[src/rtl/accum_cpu_controller_if.sv]
// ---------------------------------------------------------------------------
// accum_cpu_controller_if
//   Bundles the sync RAM port and the 8-bit ALU port driven by the
//   accumulator CPU sequencer.
//
//   mem_addr  [7:0]  RAM address
//   mem_wdata [7:0]  RAM write data
//   mem_rdata [7:0]  RAM read data, valid the cycle after a read request
//   mem_cs           RAM chip select
//   mem_we           RAM write enable
//   mem_oe           RAM output enable
//   alu_a     [7:0]  ALU operand A (accumulator)
//   alu_b     [7:0]  ALU operand B (memory buffer)
//   alu_sel   [3:0]  ALU operation select
//   alu_out   [7:0]  combinational ALU result
//
//   master : the sequencer side
//   slave  : the RAM/ALU side
// ---------------------------------------------------------------------------
interface accum_cpu_controller_if;
  logic [7:0] mem_addr;
  logic [7:0] mem_wdata;
  logic [7:0] mem_rdata;
  logic       mem_cs;
  logic       mem_we;
  logic       mem_oe;
  logic [7:0] alu_a;
  logic [7:0] alu_b;
  logic [3:0] alu_sel;
  logic [7:0] alu_out;

  modport master (
    output mem_addr, mem_wdata, mem_cs, mem_we, mem_oe,
    output alu_a, alu_b, alu_sel,
    input  mem_rdata, alu_out
  );

  modport slave (
    input  mem_addr, mem_wdata, mem_cs, mem_we, mem_oe,
    input  alu_a, alu_b, alu_sel,
    output mem_rdata, alu_out
  );
endinterface

[src/rtl/accum_cpu_controller.sv]
// ---------------------------------------------------------------------------
// accum_cpu_controller
//   Fetch/decode/execute sequencer for the 8-bit accumulator CPU. Holds PC,
//   IR, MBR and AC, drives a single-port synchronous RAM and an external
//   8-bit ALU. Instructions are two bytes: byte@PC -> IR[15:8] (opcode in
//   IR[15:12]), byte@PC+1 -> IR[7:0] (operand address).
//
// Ports
//   clk, rst_n         clock (rising edge), asynchronous active-low reset
//   start, start_addr  start pulse (honoured in IDLE/HALT) and initial PC
//   step               single-step advance (only with ACCUM_CPU_SINGLE_STEP_EN)
//   bus                RAM + ALU interface (master modport)
//   pc, ac, ir         architectural state for debug
//   busy, halted       sequencer status
//   fault              halted on an illegal opcode; cleared on start
//
// Build option
//   ACCUM_CPU_SINGLE_STEP_EN : adds the step port and a STEP_WAIT state in
//   front of every instruction fetch. Undefined: free-running.
// ---------------------------------------------------------------------------
module accum_cpu_controller #(
  parameter logic [3:0] ALU_SEL_ADD = 4'b0001,
  parameter logic [3:0] ALU_SEL_SUB = 4'b0010
) (
  input  logic                          clk,
  input  logic                          rst_n,
  input  logic                          start,
  input  logic [7:0]                    start_addr,
`ifdef ACCUM_CPU_SINGLE_STEP_EN
  input  logic                          step,
`endif
  accum_cpu_controller_if.master        bus,
  output logic [7:0]                    pc,
  output logic [7:0]                    ac,
  output logic [15:0]                   ir,
  output logic                          busy,
  output logic                          halted,
  output logic                          fault
);

  localparam logic [3:0] OP_LOAD  = 4'h1;
  localparam logic [3:0] OP_STORE = 4'h2;
  localparam logic [3:0] OP_ADD   = 4'h3;
  localparam logic [3:0] OP_SUBT  = 4'h4;
  localparam logic [3:0] OP_HALT  = 4'h7;
  localparam logic [3:0] OP_SKIP  = 4'h8;
  localparam logic [3:0] OP_JUMP  = 4'h9;
  localparam logic [3:0] OP_CLEAR = 4'hA;

  typedef enum logic [3:0] {
    S_IDLE,
    S_FETCH1,
    S_FETCH2,
    S_FETCH3,
    S_DECODE,
    S_MEMRD,
    S_EXEC,
    S_HALT
`ifdef ACCUM_CPU_SINGLE_STEP_EN
    , S_STEP_WAIT
`endif
  } state_t;

  // Every path that would begin a new instruction enters here; in
  // single-step builds that is the wait state instead of the first fetch.
`ifdef ACCUM_CPU_SINGLE_STEP_EN
  localparam state_t FETCH_ENTRY = S_STEP_WAIT;
`else
  localparam state_t FETCH_ENTRY = S_FETCH1;
`endif

  state_t            state, state_nxt;
  logic [7:0]        mbr;
  logic [3:0]        opcode;
  logic signed [7:0] ac_s;

  // Addresses and PC wrap modulo 256.
  function automatic logic [7:0] addr_add(input logic [7:0] base, input logic [7:0] inc);
    return base + inc;
  endfunction

  // SKIPCOND test on the accumulator interpreted as two's complement.
  function automatic logic skip_taken(input logic [1:0] cond, input logic signed [7:0] acc);
    logic taken;
    case (cond)
      2'b00:   taken = (acc < 8'sd0);
      2'b01:   taken = (acc == 8'sd0);
      2'b10:   taken = (acc > 8'sd0);
      default: taken = 1'b0;
    endcase
    return taken;
  endfunction

  function automatic logic is_mem_read_op(input logic [3:0] op);
    return (op == OP_LOAD) || (op == OP_ADD) || (op == OP_SUBT);
  endfunction

  assign opcode = ir[15:12];
  assign ac_s   = ac;

  assign bus.alu_a     = ac;
  assign bus.alu_b     = mbr;
  assign bus.alu_sel   = (opcode == OP_SUBT) ? ALU_SEL_SUB : ALU_SEL_ADD;
  assign bus.mem_wdata = ac;

  // ---- state register ----
  always_ff @(posedge clk or negedge rst_n) begin
    if (!rst_n) begin
      state <= S_IDLE;
    end else begin
      state <= state_nxt;
    end
  end

  // ---- next-state logic ----
  always_comb begin
    state_nxt = state;
    case (state)
      S_IDLE:   if (start) state_nxt = FETCH_ENTRY;
      S_FETCH1: state_nxt = S_FETCH2;
      S_FETCH2: state_nxt = S_FETCH3;
      S_FETCH3: state_nxt = S_DECODE;
      S_DECODE: begin
        case (opcode)
          OP_LOAD, OP_ADD, OP_SUBT:           state_nxt = S_MEMRD;
          OP_STORE, OP_SKIP, OP_JUMP, OP_CLEAR: state_nxt = FETCH_ENTRY;
          default:                            state_nxt = S_HALT;
        endcase
      end
      S_MEMRD:  state_nxt = S_EXEC;
      S_EXEC:   state_nxt = FETCH_ENTRY;
      S_HALT:   if (start) state_nxt = FETCH_ENTRY;
`ifdef ACCUM_CPU_SINGLE_STEP_EN
      S_STEP_WAIT: if (step) state_nxt = S_FETCH1;
`endif
      default:  state_nxt = S_IDLE;
    endcase
  end

  // ---- outputs decoded from state ----
  // Memory strobes are purely combinational from state so that an
  // asynchronous reset drops a write in progress immediately.
  always_comb begin
    bus.mem_addr = 8'h00;
    bus.mem_cs   = 1'b0;
    bus.mem_we   = 1'b0;
    bus.mem_oe   = 1'b0;
    busy         = (state != S_IDLE) && (state != S_HALT);
    halted       = (state == S_HALT);
    case (state)
      S_FETCH1: begin
        bus.mem_addr = pc;
        bus.mem_cs   = 1'b1;
        bus.mem_oe   = 1'b1;
      end
      S_FETCH2: begin
        bus.mem_addr = addr_add(pc, 8'd1);
        bus.mem_cs   = 1'b1;
        bus.mem_oe   = 1'b1;
      end
      S_DECODE: begin
        if (is_mem_read_op(opcode)) begin
          bus.mem_addr = ir[7:0];
          bus.mem_cs   = 1'b1;
          bus.mem_oe   = 1'b1;
        end else if (opcode == OP_STORE) begin
          bus.mem_addr = ir[7:0];
          bus.mem_cs   = 1'b1;
          bus.mem_we   = 1'b1;
        end
      end
      default: ;
    endcase
  end

  // ---- architectural registers ----
  always_ff @(posedge clk or negedge rst_n) begin
    if (!rst_n) begin
      pc    <= 8'h00;
      ac    <= 8'h00;
      mbr   <= 8'h00;
      ir    <= 16'h0000;
      fault <= 1'b0;
    end else begin
      case (state)
        S_IDLE, S_HALT: begin
          if (start) begin
            pc    <= start_addr;
            fault <= 1'b0;
          end
        end
        S_FETCH2: ir[15:8] <= bus.mem_rdata;
        S_FETCH3: begin
          ir[7:0] <= bus.mem_rdata;
          pc      <= addr_add(pc, 8'd2);
        end
        S_DECODE: begin
          case (opcode)
            OP_LOAD, OP_STORE, OP_ADD, OP_SUBT, OP_HALT: ;
            OP_SKIP:  if (skip_taken(ir[11:10], ac_s)) pc <= addr_add(pc, 8'd2);
            OP_JUMP:  pc <= ir[7:0];
            OP_CLEAR: ac <= 8'h00;
            default:  fault <= 1'b1;
          endcase
        end
        S_MEMRD: mbr <= bus.mem_rdata;
        S_EXEC: begin
          if (opcode == OP_LOAD) ac <= mbr;
          else                   ac <= bus.alu_out;
        end
        default: ;
      endcase
    end
  end

endmodule

[src/flat_wrapper.sv]
// flat-port wrapper written by rule: the top's interface ports become plain ports
module accum_cpu_controller_flat 
#(
  parameter logic [3:0] ALU_SEL_ADD = 4'b0001,
  parameter logic [3:0] ALU_SEL_SUB = 4'b0010
)
  (clk, rst_n, start, start_addr, pc, ac, ir, busy, halted, fault, bus_mem_addr, bus_mem_wdata, bus_mem_cs, bus_mem_we, bus_mem_oe, bus_alu_a, bus_alu_b, bus_alu_sel, bus_mem_rdata, bus_alu_out);
  accum_cpu_controller_if bus_i ();
  input  logic clk;
  input  logic rst_n;
  input  logic start;
  input  logic [7:0] start_addr;
  output logic [7:0] pc;
  output logic [7:0] ac;
  output logic [15:0] ir;
  output logic busy;
  output logic halted;
  output logic fault;
  output wire logic [$bits(bus_i.mem_addr)-1:0] bus_mem_addr;
  output wire logic [$bits(bus_i.mem_wdata)-1:0] bus_mem_wdata;
  output wire logic [$bits(bus_i.mem_cs)-1:0] bus_mem_cs;
  output wire logic [$bits(bus_i.mem_we)-1:0] bus_mem_we;
  output wire logic [$bits(bus_i.mem_oe)-1:0] bus_mem_oe;
  output wire logic [$bits(bus_i.alu_a)-1:0] bus_alu_a;
  output wire logic [$bits(bus_i.alu_b)-1:0] bus_alu_b;
  output wire logic [$bits(bus_i.alu_sel)-1:0] bus_alu_sel;
  input wire logic [$bits(bus_i.mem_rdata)-1:0] bus_mem_rdata;
  input wire logic [$bits(bus_i.alu_out)-1:0] bus_alu_out;
  assign bus_mem_addr = bus_i.mem_addr;
  assign bus_mem_wdata = bus_i.mem_wdata;
  assign bus_mem_cs = bus_i.mem_cs;
  assign bus_mem_we = bus_i.mem_we;
  assign bus_mem_oe = bus_i.mem_oe;
  assign bus_alu_a = bus_i.alu_a;
  assign bus_alu_b = bus_i.alu_b;
  assign bus_alu_sel = bus_i.alu_sel;
  assign bus_i.mem_rdata = bus_mem_rdata;
  assign bus_i.alu_out = bus_alu_out;
  accum_cpu_controller #(.ALU_SEL_ADD(ALU_SEL_ADD), .ALU_SEL_SUB(ALU_SEL_SUB)) u_core (.clk(clk), .rst_n(rst_n), .start(start), .start_addr(start_addr), .bus(bus_i), .pc(pc), .ac(ac), .ir(ir), .busy(busy), .halted(halted), .fault(fault));
endmodule
[config.mk]
export PLATFORM = sky130hd
export DESIGN_NAME = accum_cpu_controller_flat
export DESIGN_NICKNAME = d
export VERILOG_FILES = /design/src/rtl/accum_cpu_controller_if.sv /design/src/rtl/accum_cpu_controller.sv /design/src/flat_wrapper.sv
export SDC_FILE = /design/constraint.sdc
export NUM_CORES = 1
export LEC_CHECK = 0
export CAP_MARGIN = 40
export CELL_PAD_IN_SITES_DETAIL_PLACEMENT = 1
export CELL_PAD_IN_SITES_GLOBAL_PLACEMENT = 2
export CORE_ASPECT_RATIO = 2
export CORE_MARGIN = 4
export CORE_UTILIZATION = 27
export CTS_BUF_LIST = sky130_fd_sc_hd__clkbuf_8 sky130_fd_sc_hd__clkbuf_16
export CTS_CLUSTER_SIZE = 28
export DETAILED_ROUTE_END_ITERATION = 10
export GPL_TIMING_DRIVEN = 0
export HOLD_SLACK_MARGIN = 0.02
export PLACE_DENSITY = 0.91
export SLEW_MARGIN = 20
export SYNTH_ARGS = -nofsm -noshare
export SYNTH_HDL_FRONTEND = slang
export SYNTH_SLANG_ARGS = --single-unit
[constraint.sdc]
create_clock -name clk -period 5.4 [get_ports clk]
set_input_delay 0.81 -clock clk [delete_from_list [all_inputs] [get_ports clk]]
set_output_delay 0.81 -clock clk [all_outputs]
set_load 0.1 [all_outputs]
==> PnR_summary.wiki <==
{| class="wikitable"
! Metric !! Value
|-
| Final-report setup violation count || 0
|-
| Library cell contributing the largest single delay on the critical path || sky130_fd_sc_hd__clkdlybuf4s50_1
|-
| Number of ports placed on the die boundary || 101
|-
| Post-CTS Hold Fix Bufs || 0
|-
| Clk_skew || 0.00848 ns
|-
| Fraction of layout cells with a size suffix above 1 || 0.251
|-
| Initial antenna violation count || 0
|-
| Portion of the clock cycle consumed by the worst path in the final layout || 0.711
|-
| Clock buffer depth || 2
|-
| Tightest Pin Transition || 0.694 ns
|-
| Count of endpoints failing hold in the final timing report || 0
|-
| Wire length of the first global-routing pass || 19800 um
|-
| Largest cells by area after synthesis || sky130_fd_sc_hd__dfrtp_1, sky130_fd_sc_hd__nand2_1, sky130_fd_sc_hd__buf_4
|-
| Max-Cap Viols || 0
|-
| Post-layout util || 0.524
|-
| Time the worst path needs with I/O delays and setup || 3.84 ns
|-
| Detailed-route wire length || 12200 um
|-
| Count of antenna-violating nets left after detailed routing || 0
|-
| TritonCTS buffer count || 5
|-
| Critical path type || flip-flop to output port
|-
| Wirelength per Cell || 19.2 um
|-
| Clock slew seen by the registers of the worst setup and hold paths || 0.07 ns
|-
| Y dimension of the die || 151 um
|-
| Count of antenna diodes in the layout || 0
|-
| Data required time at the worst endpoint || 4.59 ns
|-
| Number of DRC violations after detailed routing || 0
|-
| Largest net degree at the start of global routing || 25
|-
| Number of DRC violations after detailed-routing iteration 0 || 141
|-
| Synth async-reset ratio || 1.00
|-
| Routability cong. || 0.830
|-
| Max frequency || 0.260 GHz
|-
| Detailed Routing Iterations Pass 1 || 4
|-
| Critical path peak fanout || 10
|-
| RSZ-0062 raised after global routing || false
|-
| Clock latency of the later-clocked register in the worst-skew pair || 0.30 ns
|-
| Number of clock sinks seen by CTS || 44
|-
| Total grt overflow || 0
|-
| Fraction of the yosys area taken by sequential cells || 0.399
|-
| Overall via count from detail_route || 3202
|-
| Setup repair bufs after CTS || 0
|-
| Post-synthesis cell type count || 57
|-
| Critical path capture point type || output port
|-
| Tightest Hold Check Type || input pin to async pin
|-
| Core area || 10100 sq um
|-
| Starting density of the core || 0.274
|-
| H-Tree Depth || 2
|-
| Synth-to-Final Area Change || 91.5%
|-
| Worst max-slew margin expressed relative to the limit || 0.536
|-
| Number of flops mapped to enable cells by yosys || 0
|-
| Top cells by instance count after synthesis || sky130_fd_sc_hd__nand2_1, sky130_fd_sc_hd__dfrtp_1, sky130_fd_sc_hd__o21ai_0
|-
| Root Buffer Master || sky130_fd_sc_hd__clkbuf_16
|-
| Post-Synthesis Mean Instance Area || 8.68 sq um
|-
| CTS tree || yes
|-
| Number of nets in the layout || 527
|-
| Yosys reg bits || 44
|-
| Die X-Extent || 79.5 um
|-
| Data arrival at the endpoint of the critical path || 3.03 ns
|-
| Site row count || 52
|-
| GRT Resource Usage Total || 0.216
|-
| Resize count post-CTS || 0
|-
| Area fraction of the dominant cell type after synthesis || 0.399
|-
| Critical path's largest stage delay || 0.59 ns
|-
| Setup TNS || 0 ns
|-
| Via-per-instance ratio || 5.05
|-
| Number of warnings issued by yosys || 0
|-
| Count of buffer and inverter cells on the critical path || 4
|-
| Most used standard cell by instance count after synthesis || sky130_fd_sc_hd__nand2_1
|-
| Mapped cell area || 2760 sq um
|-
| Floorplan die area || 12000 sq um
|-
| Most common flop cell mapped by yosys || sky130_fd_sc_hd__dfrtp_1
|-
| Vias in the first global route || 3713
|-
| Area leader, netlist || sky130_fd_sc_hd__dfrtp_1
|-
| Number of port buffers || 98
|-
| Status || completed
|-
| Kind of cell adding the most delay to the critical path || buffers and inverters
|-
| List of cells traversed by the critical path || buf_6 -> or3b_1 -> buf_2 -> nor4b_4 -> a22oi_1 -> o21ai_0 -> clkdlybuf4s50_1 -> buf_8
|-
| Count of final max-slew check failures || 0
|-
| Startpoint type of the worst setup path || flip-flop
|-
| Placed wire-length estimate after detailed placement || 9890 um
|-
| Synthesized netlist cell count || 318
|}
metal layers:
layer  vias to the layer above  GRT usage  wire, um
met2                       111      0.428      7310
met4                         0      0.113       524
li1                       1461          -         -
met5                         -          0         0
met3                        33     0.0304       460
met1                      1597      0.207      3910
cell families (layout without fill, tap and decap cells):
logic type      after synthesis  in the layout  share of synthesized area
simple gates                132            132                      0.246
compound gates               73             73                      0.171
fa+ha+maj                     2              2                    0.00907
mux                          17             17                     0.0653
other cells                   1              2                    0.00136
xor+xnor                      5              5                     0.0159
buf+inv                      44            224                     0.0921
flops                        44             44                      0.399
through the flow:
stage / area (sq um) / hold slack [ns] / instances / setup WS (ns)
2_1_floorplan: 2760 / 0.514 / 319 / 0.0976
3_3_place_gp: 3910 / 0.474 / 552 / 1.51
3_5_place_dp: 5100 / 0.483 / 625 / 1.91
4_1_cts: 5280 / 0.502 / 633 / 1.56
5_1_grt: 5280 / 0.535 / 634 / 1.40
6_report: 5280 / 0.496 / 634 / 1.56
area by class of cell:
type	instances	area (sq um)
Inverter	7	26.3
Multi-Input combinational cell	231	1410
Sequential cell	44	1100
Clock inverter	3	46.3
Fill cell	1108	4800
Timing Repair Buffer	172	2180
Buffer	37	228
Clock buffer	5	125
Tap cell	135	169
sequential cells by signal (all words and copies together), names as in the netlist:
signal,flops
u_core.ir,16
u_core.ac,8
u_core.bus.alu_b,8
u_core.pc,8
u_core.state,3
u_core.fault,1
cells in the final DEF, fill, tap and decap left out, types with 7 or more instances in the layout:
master and count:
sky130_fd_sc_hd__a21oi_1 15, sky130_fd_sc_hd__buf_16 8, sky130_fd_sc_hd__buf_4 18, sky130_fd_sc_hd__buf_8 65
sky130_fd_sc_hd__clkbuf_1 11, sky130_fd_sc_hd__clkdlybuf4s50_1 97, sky130_fd_sc_hd__dfrtp_1 44, sky130_fd_sc_hd__inv_1 7
sky130_fd_sc_hd__mux2_2 8, sky130_fd_sc_hd__mux2i_1 9, sky130_fd_sc_hd__nand2_1 71, sky130_fd_sc_hd__nor2_1 13
sky130_fd_sc_hd__o21ai_0 24
worst paths after layout:
kind,startpoint,endpoint,slack [ns],cells past startpoint
max,u_core.state[1],bus_mem_addr[7],1.56,8
min,rst_n,u_core.fault,0.50,1
max reg2reg,u_core.ir[15],u_core.pc[6],3.20,6
min reg2reg,u_core.ir[9],u_core.ir[9],0.50,2
max in group asynchronous,rst_n,u_core.ac[2],4.37,2
min in group clk,u_core.ir[9],u_core.ir[9],0.50,2
worst register-to-register path: stages (launching register included):
cell                        delay [ns]
sky130_fd_sc_hd__dfrtp_1          0.41
sky130_fd_sc_hd__clkbuf_1         0.42
sky130_fd_sc_hd__nand4bb_1        0.44
sky130_fd_sc_hd__o21ai_0          0.32
sky130_fd_sc_hd__a31oi_1          0.08
sky130_fd_sc_hd__a221oi_1         0.28
sky130_fd_sc_hd__a21oi_1          0.12
Power is left out: the tool's default activity adds up to more than one toggle a clock period on the data nets, which glitch-free logic cannot reach.
